## config.mk

```make
export PLATFORM = sky130hd
export DESIGN_NAME = scan_sequencer
export DESIGN_NICKNAME = d
export VERILOG_FILES = /design/src/rtl/scan_sequencer.sv
export SDC_FILE = /design/constraint.sdc
export NUM_CORES = 1
export LEC_CHECK = 0
export CAP_MARGIN = 5
export CORE_ASPECT_RATIO = 0.9
export CORE_MARGIN = 3
export CORE_UTILIZATION = 59
export DETAILED_ROUTE_END_ITERATION = 7
export HOLD_SLACK_MARGIN = 0.1
export PLACE_DENSITY = 0.86
export REMOVE_ABC_BUFFERS = 1
export SETUP_SLACK_MARGIN = 0.1
export SLEW_MARGIN = 20
export SYNTH_ARGS = -nofsm -noshare
export SYNTH_HDL_FRONTEND = slang
export SYNTH_SLANG_ARGS = --single-unit
```

## constraint.sdc

```tcl
create_clock -name clk -period 4.32 [get_ports clk]
set_input_delay 0.864 -clock clk [delete_from_list [all_inputs] [get_ports clk]]
set_output_delay 0.864 -clock clk [all_outputs]
set_load 0.03 [all_outputs]
```

## src/rtl/scan_sequencer.sv

```systemverilog
// Autonomous scan-chain shifter: shifts up to 16 bits LSB first through the DUT scan
// chain with a programmable scan-clock half period, capturing scan-out before each rise.
module scan_sequencer #(
  parameter int unsigned HALF_PERIOD = 4
) (
  input  logic        clk,
  input  logic        reset,
  input  logic        start,
  input  logic        abort,
  input  logic [3:0]  len,
  input  logic [15:0] tx_data,
  output logic [15:0] rx_data,
  output logic        busy,
  output logic        done,
  output logic        scan_clk,
  output logic        scan_en,
  output logic        scan_in,
  input  logic        scan_out
);

  localparam logic [7:0] PHASE_LOAD = 8'(HALF_PERIOD - 1);

  typedef enum logic [1:0] {
    IDLE,
    SETUP,
    HIGH,
    TAIL
  } state_t;

  state_t      state_reg, state_next;
  logic [15:0] tx_reg, tx_next;
  logic [3:0]  bit_idx_reg, bit_idx_next;
  logic [3:0]  remaining_reg, remaining_next;
  logic [7:0]  phase_reg, phase_next;
  logic        last_reg, last_next;
  logic [15:0] rx_reg, rx_next;
  logic        busy_reg, busy_next;
  logic        done_reg, done_next;
  logic        scan_clk_reg, scan_clk_next;
  logic        scan_en_reg, scan_en_next;
  logic        scan_in_reg, scan_in_next;
  logic        rx_clear;
  logic        capture_en;
  logic        phase_end;

  assign phase_end = (phase_reg == 8'd0);

  always_comb begin
    state_next     = state_reg;
    tx_next        = tx_reg;
    bit_idx_next   = bit_idx_reg;
    remaining_next = remaining_reg;
    phase_next     = phase_reg;
    last_next      = last_reg;
    busy_next      = busy_reg;
    done_next      = 1'b0;
    scan_clk_next  = scan_clk_reg;
    scan_en_next   = scan_en_reg;
    scan_in_next   = scan_in_reg;
    rx_clear       = 1'b0;
    capture_en     = 1'b0;

    case (state_reg)
      IDLE: begin
        if (start && !abort) begin
          state_next     = SETUP;
          tx_next        = tx_data;
          bit_idx_next   = 4'd0;
          remaining_next = len;
          last_next      = (len == 4'd0);
          phase_next     = PHASE_LOAD;
          rx_clear       = 1'b1;
          busy_next      = 1'b1;
          scan_en_next   = 1'b1;
          scan_in_next   = tx_data[0];
          scan_clk_next  = 1'b0;
        end
      end

      SETUP: begin
        if (phase_end) begin
          // Sample scan_out on the same edge that raises scan_clk: the value
          // seen here is the one the DUT presented before the rising edge.
          capture_en    = 1'b1;
          scan_clk_next = 1'b1;
          phase_next    = PHASE_LOAD;
          state_next    = HIGH;
        end else begin
          phase_next = phase_reg - 8'd1;
        end
      end

      HIGH: begin
        if (phase_end) begin
          scan_clk_next = 1'b0;
          phase_next    = PHASE_LOAD;
          if (last_reg) begin
            state_next = TAIL;
          end else begin
            tx_next        = {1'b0, tx_reg[15:1]};
            scan_in_next   = tx_reg[1];
            bit_idx_next   = bit_idx_reg + 4'd1;
            remaining_next = remaining_reg - 4'd1;
            last_next      = (remaining_reg == 4'd1);
            state_next     = SETUP;
          end
        end else begin
          phase_next = phase_reg - 8'd1;
        end
      end

      TAIL: begin
        if (phase_end) begin
          scan_en_next = 1'b0;
          scan_in_next = 1'b0;
          busy_next    = 1'b0;
          done_next    = 1'b1;
          state_next   = IDLE;
        end else begin
          phase_next = phase_reg - 8'd1;
        end
      end

      default: begin
        state_next = IDLE;
      end
    endcase

    // Abort wins over every in-flight transition; the partial capture is kept.
    if (abort && (state_reg != IDLE)) begin
      state_next    = IDLE;
      scan_clk_next = 1'b0;
      scan_en_next  = 1'b0;
      scan_in_next  = 1'b0;
      busy_next     = 1'b0;
      done_next     = 1'b0;
      capture_en    = 1'b0;
    end
  end

  genvar gi;
  generate
    for (gi = 0; gi < 16; gi++) begin : g_rx
      assign rx_next[gi] = rx_clear ? 1'b0 :
                           (capture_en && (bit_idx_reg == 4'(gi))) ? scan_out :
                           rx_reg[gi];
    end
  endgenerate

  always_ff @(posedge clk) begin
    if (reset) begin
      state_reg     <= IDLE;
      tx_reg        <= '0;
      bit_idx_reg   <= '0;
      remaining_reg <= '0;
      phase_reg     <= '0;
      last_reg      <= 1'b0;
      rx_reg        <= '0;
      busy_reg      <= 1'b0;
      done_reg      <= 1'b0;
      scan_clk_reg  <= 1'b0;
      scan_en_reg   <= 1'b0;
      scan_in_reg   <= 1'b0;
    end else begin
      state_reg     <= state_next;
      tx_reg        <= tx_next;
      bit_idx_reg   <= bit_idx_next;
      remaining_reg <= remaining_next;
      phase_reg     <= phase_next;
      last_reg      <= last_next;
      rx_reg        <= rx_next;
      busy_reg      <= busy_next;
      done_reg      <= done_next;
      scan_clk_reg  <= scan_clk_next;
      scan_en_reg   <= scan_en_next;
      scan_in_reg   <= scan_in_next;
    end
  end

  assign rx_data  = rx_reg;
  assign busy     = busy_reg;
  assign done     = done_reg;
  assign scan_clk = scan_clk_reg;
  assign scan_en  = scan_en_reg;
  assign scan_in  = scan_in_reg;

endmodule

```

Word level (Yosys, flattened, before mapping)
Cells that the tools add are included.
{"block": "word_totals", "regBits": 55, "in_bits": 25, "word_cells": 135}
{"block": "classes", "n_addsub": 3, "n_reduce_logical": 39, "n_eq_ne": 25, "n_mux": 41, "bitwise_logic": 1}
{"cell": "$mux W16", "count": 3}
{"cell": "$eq A4 B4 Y1 const B", "count": 8}
{"cell": "$pmux W16 S2", "count": 1}
{"cell": "$mux W4", "count": 6}
{"cell": "$mux W8", "count": 3}
{"cell": "$pmux W8 S3", "count": 1}
{"cell": "$logic_and A1 B1 Y1", "count": 18}
{"cell": "$eq A4 B3 Y1 const B", "count": 4}
{"cell": "$pmux W4 S2", "count": 2}
{"cell": "$mux W1", "count": 15}
{"cell": "$ne A2 B2 Y1 const B", "count": 6}
{"cell": "$reduce_and A4 Y1", "count": 3}
{"cell": "$mux W2", "count": 5}
{"cell": "$eq A4 B1 Y1 const B", "count": 2}
{"cell": "$eq A4 B2 Y1 const B", "count": 2}
{"cell": "$logic_not A4 Y1", "count": 2}
{"cell": "$logic_not A8 Y1", "count": 1}
{"cell": "$pmux W2 S4", "count": 1}
{"cell": "$sub A8 B1 Y8 const B", "count": 1}
{"cell": "$pmux W1 S3", "count": 2}
{"cell": "$reduce_and A3 Y1", "count": 2}
{"cell": "$reduce_bool A2 Y1", "count": 3}
{"cell": "$reduce_bool A3 Y1", "count": 2}
{"cell": "$reduce_or A2 Y1", "count": 3}
{"cell": "other kinds (11)", "count": 13}

Longest topological paths before layout
{"block": "depth", "ltp_word": 5, "mapped_depth": 9, "mapped_depth_nobuf": 6}

Worst setup path before layout
OpenSTA, ideal clock, no wires.
{"block": "synth_path", "kind": "register -> register", "startpoint": "register phase_reg[2]", "endpoint": "register rx_reg[10], in the netlist rx_data[10]", "path_buffers": 3, "path_slack_ns": 2.293, "arrival_time_ns": 1.892, "stages_incl_launch_ff": 8, "t_required_ns": 4.185, "synth_period_minus_slack_ns": 2.027, "cell_sequence": "dfxtp_1 buf_6 or4_4 or3_1 buf_6 buf_6 o31ai_1 a21oi_1"}
{"block": "synth_via", "elab_chain_len": 5}
{"element": "start: declaration", "line": "34", "text": "logic [7:0] phase_reg, phase_next;"}
{"element": "start signal: assignment", "line": "169", "text": "phase_reg <= phase_next;"}
{"element": "$logic_not A8 Y1", "line": "46", "text": "assign phase_end = (phase_reg == 8'd0);"}
{"element": "$mux W1", "line": "81", "text": "if (phase_end) begin"}
{"element": "$mux W1", "line": "63", "text": "case (state_reg)"}
{"element": "$mux W1", "line": "130", "text": "if (abort && (state_reg != IDLE)) begin"}
{"element": "$logic_and A1 B1 Y1", "line": "145", "text": "(capture_en && (bit_idx_reg == 4'(gi))) ? scan_out :"}
{"element": "end signal: assignment", "line": "171", "text": "rx_reg <= rx_next;"}
{"element": "end: declaration", "line": "36", "text": "logic [15:0] rx_reg, rx_next;"}
Every way passes these cells.
A chain may end at the register's enable or synchronous reset.

Worst setup path in the final report
{"block": "layout_path", "startpoint": "input abort", "endpoint": "register tx_reg[1]"}
{"block": "layout_via", "elab_chain_len": 4}
{"element": "start: declaration", "line": "9", "text": "input logic abort,"}
{"element": "$logic_not A1 Y1", "line": "65", "text": "if (start && !abort) begin"}
{"element": "$logic_and A1 B1 Y1", "line": "65"}
{"element": "$ne A2 B2 Y1 (no line)"}
{"element": "$reduce_and A4 Y1 (no line)"}
{"element": "end signal: assignment", "line": "166", "text": "tx_reg <= tx_next;"}
{"element": "end: declaration", "line": "31", "text": "logic [15:0] tx_reg, tx_next;"}
Every way passes these cells.

==> reports/results.txt <==
status - completed
Diodes inserted - 0
first drt pass iteration count - 4
compound-gate portion of the synthesized area - 0.265
critical path type - input pin to register
vias in the first global route - 2637
final net count - 421
storage element area - 1080 sq um
Fillers - 413
mux cell area share after synthesis - 0.0513
Hold Path Origin - rx_data[3]
Max-Cap Viols - 0
die area - 6200 sq um
worst endpoint data arrival time - 2.95 ns
ys async rst share - 0
Setup Skew - 0.0125 ns
Final Hold Vio Count - 0
drt initial violations - 188
VDD IR max - 0.366 mV
Yosys cell types - 52
Syn. warnings - 0
clock sinks - 54
final instance area - 3630 sq um
#FFs+latches synth - 54
Final Setup Violations - 0
placed inst area - 3520 sq um
wire per inst - 16.4 um
die width - 82.7 um
share of cells above drive strength 1 - 0.0833
total gr overflow - 0
top cell type's share of synthesized area - 0.346
Yosys top cell by area - dfxtp_1
core area - 4980 sq um
# IOs - 46
Initial Utilization - 0.626
area share of and/or/nand/nor cells after synthesis - 0.216
critical path fanouts, max - 11
Setup crit start - abort
Synth Area in XOR/XNOR - 0
CTS tree - yes
PortBufs - 45
Setup crit end kind - register
routed vias - 2864
EDFF count, synth - 0
Critical Path Source Type - input pin
global-route wire length before repair - 12100 um
fmax - 0.368 GHz
post-cts hold buffer count - 0
Total GRT Usage - 0.245
largest net degree at the start of global routing - 31
die height - 75.0 um
fin. max-slew vios - 0
Post-route DRC - 0
total CTS buffers - 5
min-delay worst type - register to register
Post-Route WL - 7350 um
reg2reg start - state_reg[0]
register area share after synthesis - 0.346
Layout Cells excl Fill - 449
dpl cells - 441
Worst EP required - 4.55 ns
fin crit period - 2.72 ns
cts repair resizes - 0
Synth area leaders - dfxtp_1, a21oi_1, ha_1, mux2i_1, nand4_1
H-Tree Level Count - 2
max reg flops - 16
synthesized area - 3120 sq um
Min Hold Slack - 0.472 ns
P&R area growth vs syn - 16.4%
initial antenna violation count - 0
Setup Fix Bufs, Post-CTS - 0
worst-margin pin slew - 0.932 ns
worst rel slew slack - 0.377
worst skew pair latency - 0.31 ns
HPWL Detailed - 5220 um
Mapped Cells - 357
Vias per Instance - 6.38
P_leak - 1.20 nW
predominant post-synthesis flop cell - dfxtp_1
Multi-input gate area - 1830 sq um
Routability Congestion - 0.877
post-route setup TNS - 0 ns
Reg clk slew, reported paths - 0.11 ns
PwrDens - 591 nW/um^2
Synth Area per Inst - 8.74 sq um
RSZ-0062 raised after global routing - false
CTS max path bufs - 2
period utilization - 0.629
Root Buffer - clkbuf_8
# rows - 24
post-route ant nets - 0
main combinational cell family by area after synthesis - compound AO/OA/AOI/OAI gates
adder-cell share of the synthesized area - 0.0521
## kinds of logic (layout without fill, tap and decap cells)
group | Yosys count | after routing
adder cells (fa/ha/maj) | 13 | 13
AO/OA/AOI/OAI | 126 | 126
buffers and inverters | 44 | 71
flip-flops | 54 | 54
multiplexers | 16 | 16
AND/OR/NAND/NOR | 104 | 104
## path summary, 6_finish.rpt
check / depth (start not counted) / end / slack, ns
setup / recovery: 6 / tx_reg[1] / 1.60
hold / removal: 2 / rx_data[3] / 0.47
setup reg to reg: 7 / tx_reg[1] / 1.78
hold reg to reg: 2 / rx_data[3] / 0.47
## layout make-up
type | count | area share
Clock inverter | 3 | 0.0110
Multi-Input combinational cell | 259 | 0.503
Clock buffer | 5 | 0.0189
Timing Repair Buffer | 49 | 0.132
Inverter | 14 | 0.0145
Tap cell | 65 | 0.0224
Sequential cell | 54 | 0.298
## power by group
group / switching, mW / internal [mW]
logic: 0.688 / 0.383
registers: 0.115 / 0.622
clock network: 0.169 / 0.171
total: 0.971 / 1.18
## metal layers
metal | GRT usage | wire [um] | vias to the layer above | part of all wire
li1 | - | - | 1421 | -
met3 | 0.0455 | 368 | 7 | 0.050
met4 | 0.0690 | 69 | 0 | 0.0094
met1 | 0.330 | 3410 | 1351 | 0.46
met2 | 0.403 | 3500 | 85 | 0.48
met5 | 0 | 0 | - | 0
## worst max-delay path: stages
cell             delay [ns]
clkdlybuf4s50_1        0.47
nand2b_1               0.27
a21oi_1                0.72
buf_4                  0.29
a21oi_1                0.09
a211oi_2               0.23
## metrics by stage
step	worst slack [ns]	power (mW)	util
2_1_floorplan	1.60	1.52	-
3_5_place_dp	1.32	1.79	0.706
6_report	1.60	2.15	0.729
3_3_place_gp	1.40	1.77	0.706
4_1_cts	1.64	2.13	0.728
5_1_grt	1.45	2.28	0.729
## layout by cell type (no fill, tap or decap), drive strengths merged, types with 7 or more instances in the layout
cell type,netlist,final
o21ai,18,18
dfxtp,54,54
nor2,9,9
inv,14,14
a21oi,57,57
a211oi,15,15
nand2,12,12
o41ai,7,7
ha,13,13
mux2i,16,16
nand4b,9,9
nand3,8,8
clkdlybuf4s50,0,45
nor3,10,10
nand4,21,21
o31ai,12,12
## cell usage after synthesis, types with 3 or more instances
master and count:
a211oi_1 9, a211oi_2 6, a21oi_1 57, and3_1 6
buf_2 5, buf_6 5, clkbuf_1 16, dfxtp_1 54
ha_1 13, inv_1 14, mux2i_1 16, nand2_1 12
nand2b_1 4, nand3_1 8, nand4_1 21, nand4b_1 9
nor2_1 8, nor2b_1 4, nor3_1 10, nor3b_1 3
nor4_1 3, nor4_4 3, o21ai_0 17, o31ai_1 12
o41ai_1 6, or3_1 3
(Power assumes the default switching activity.)
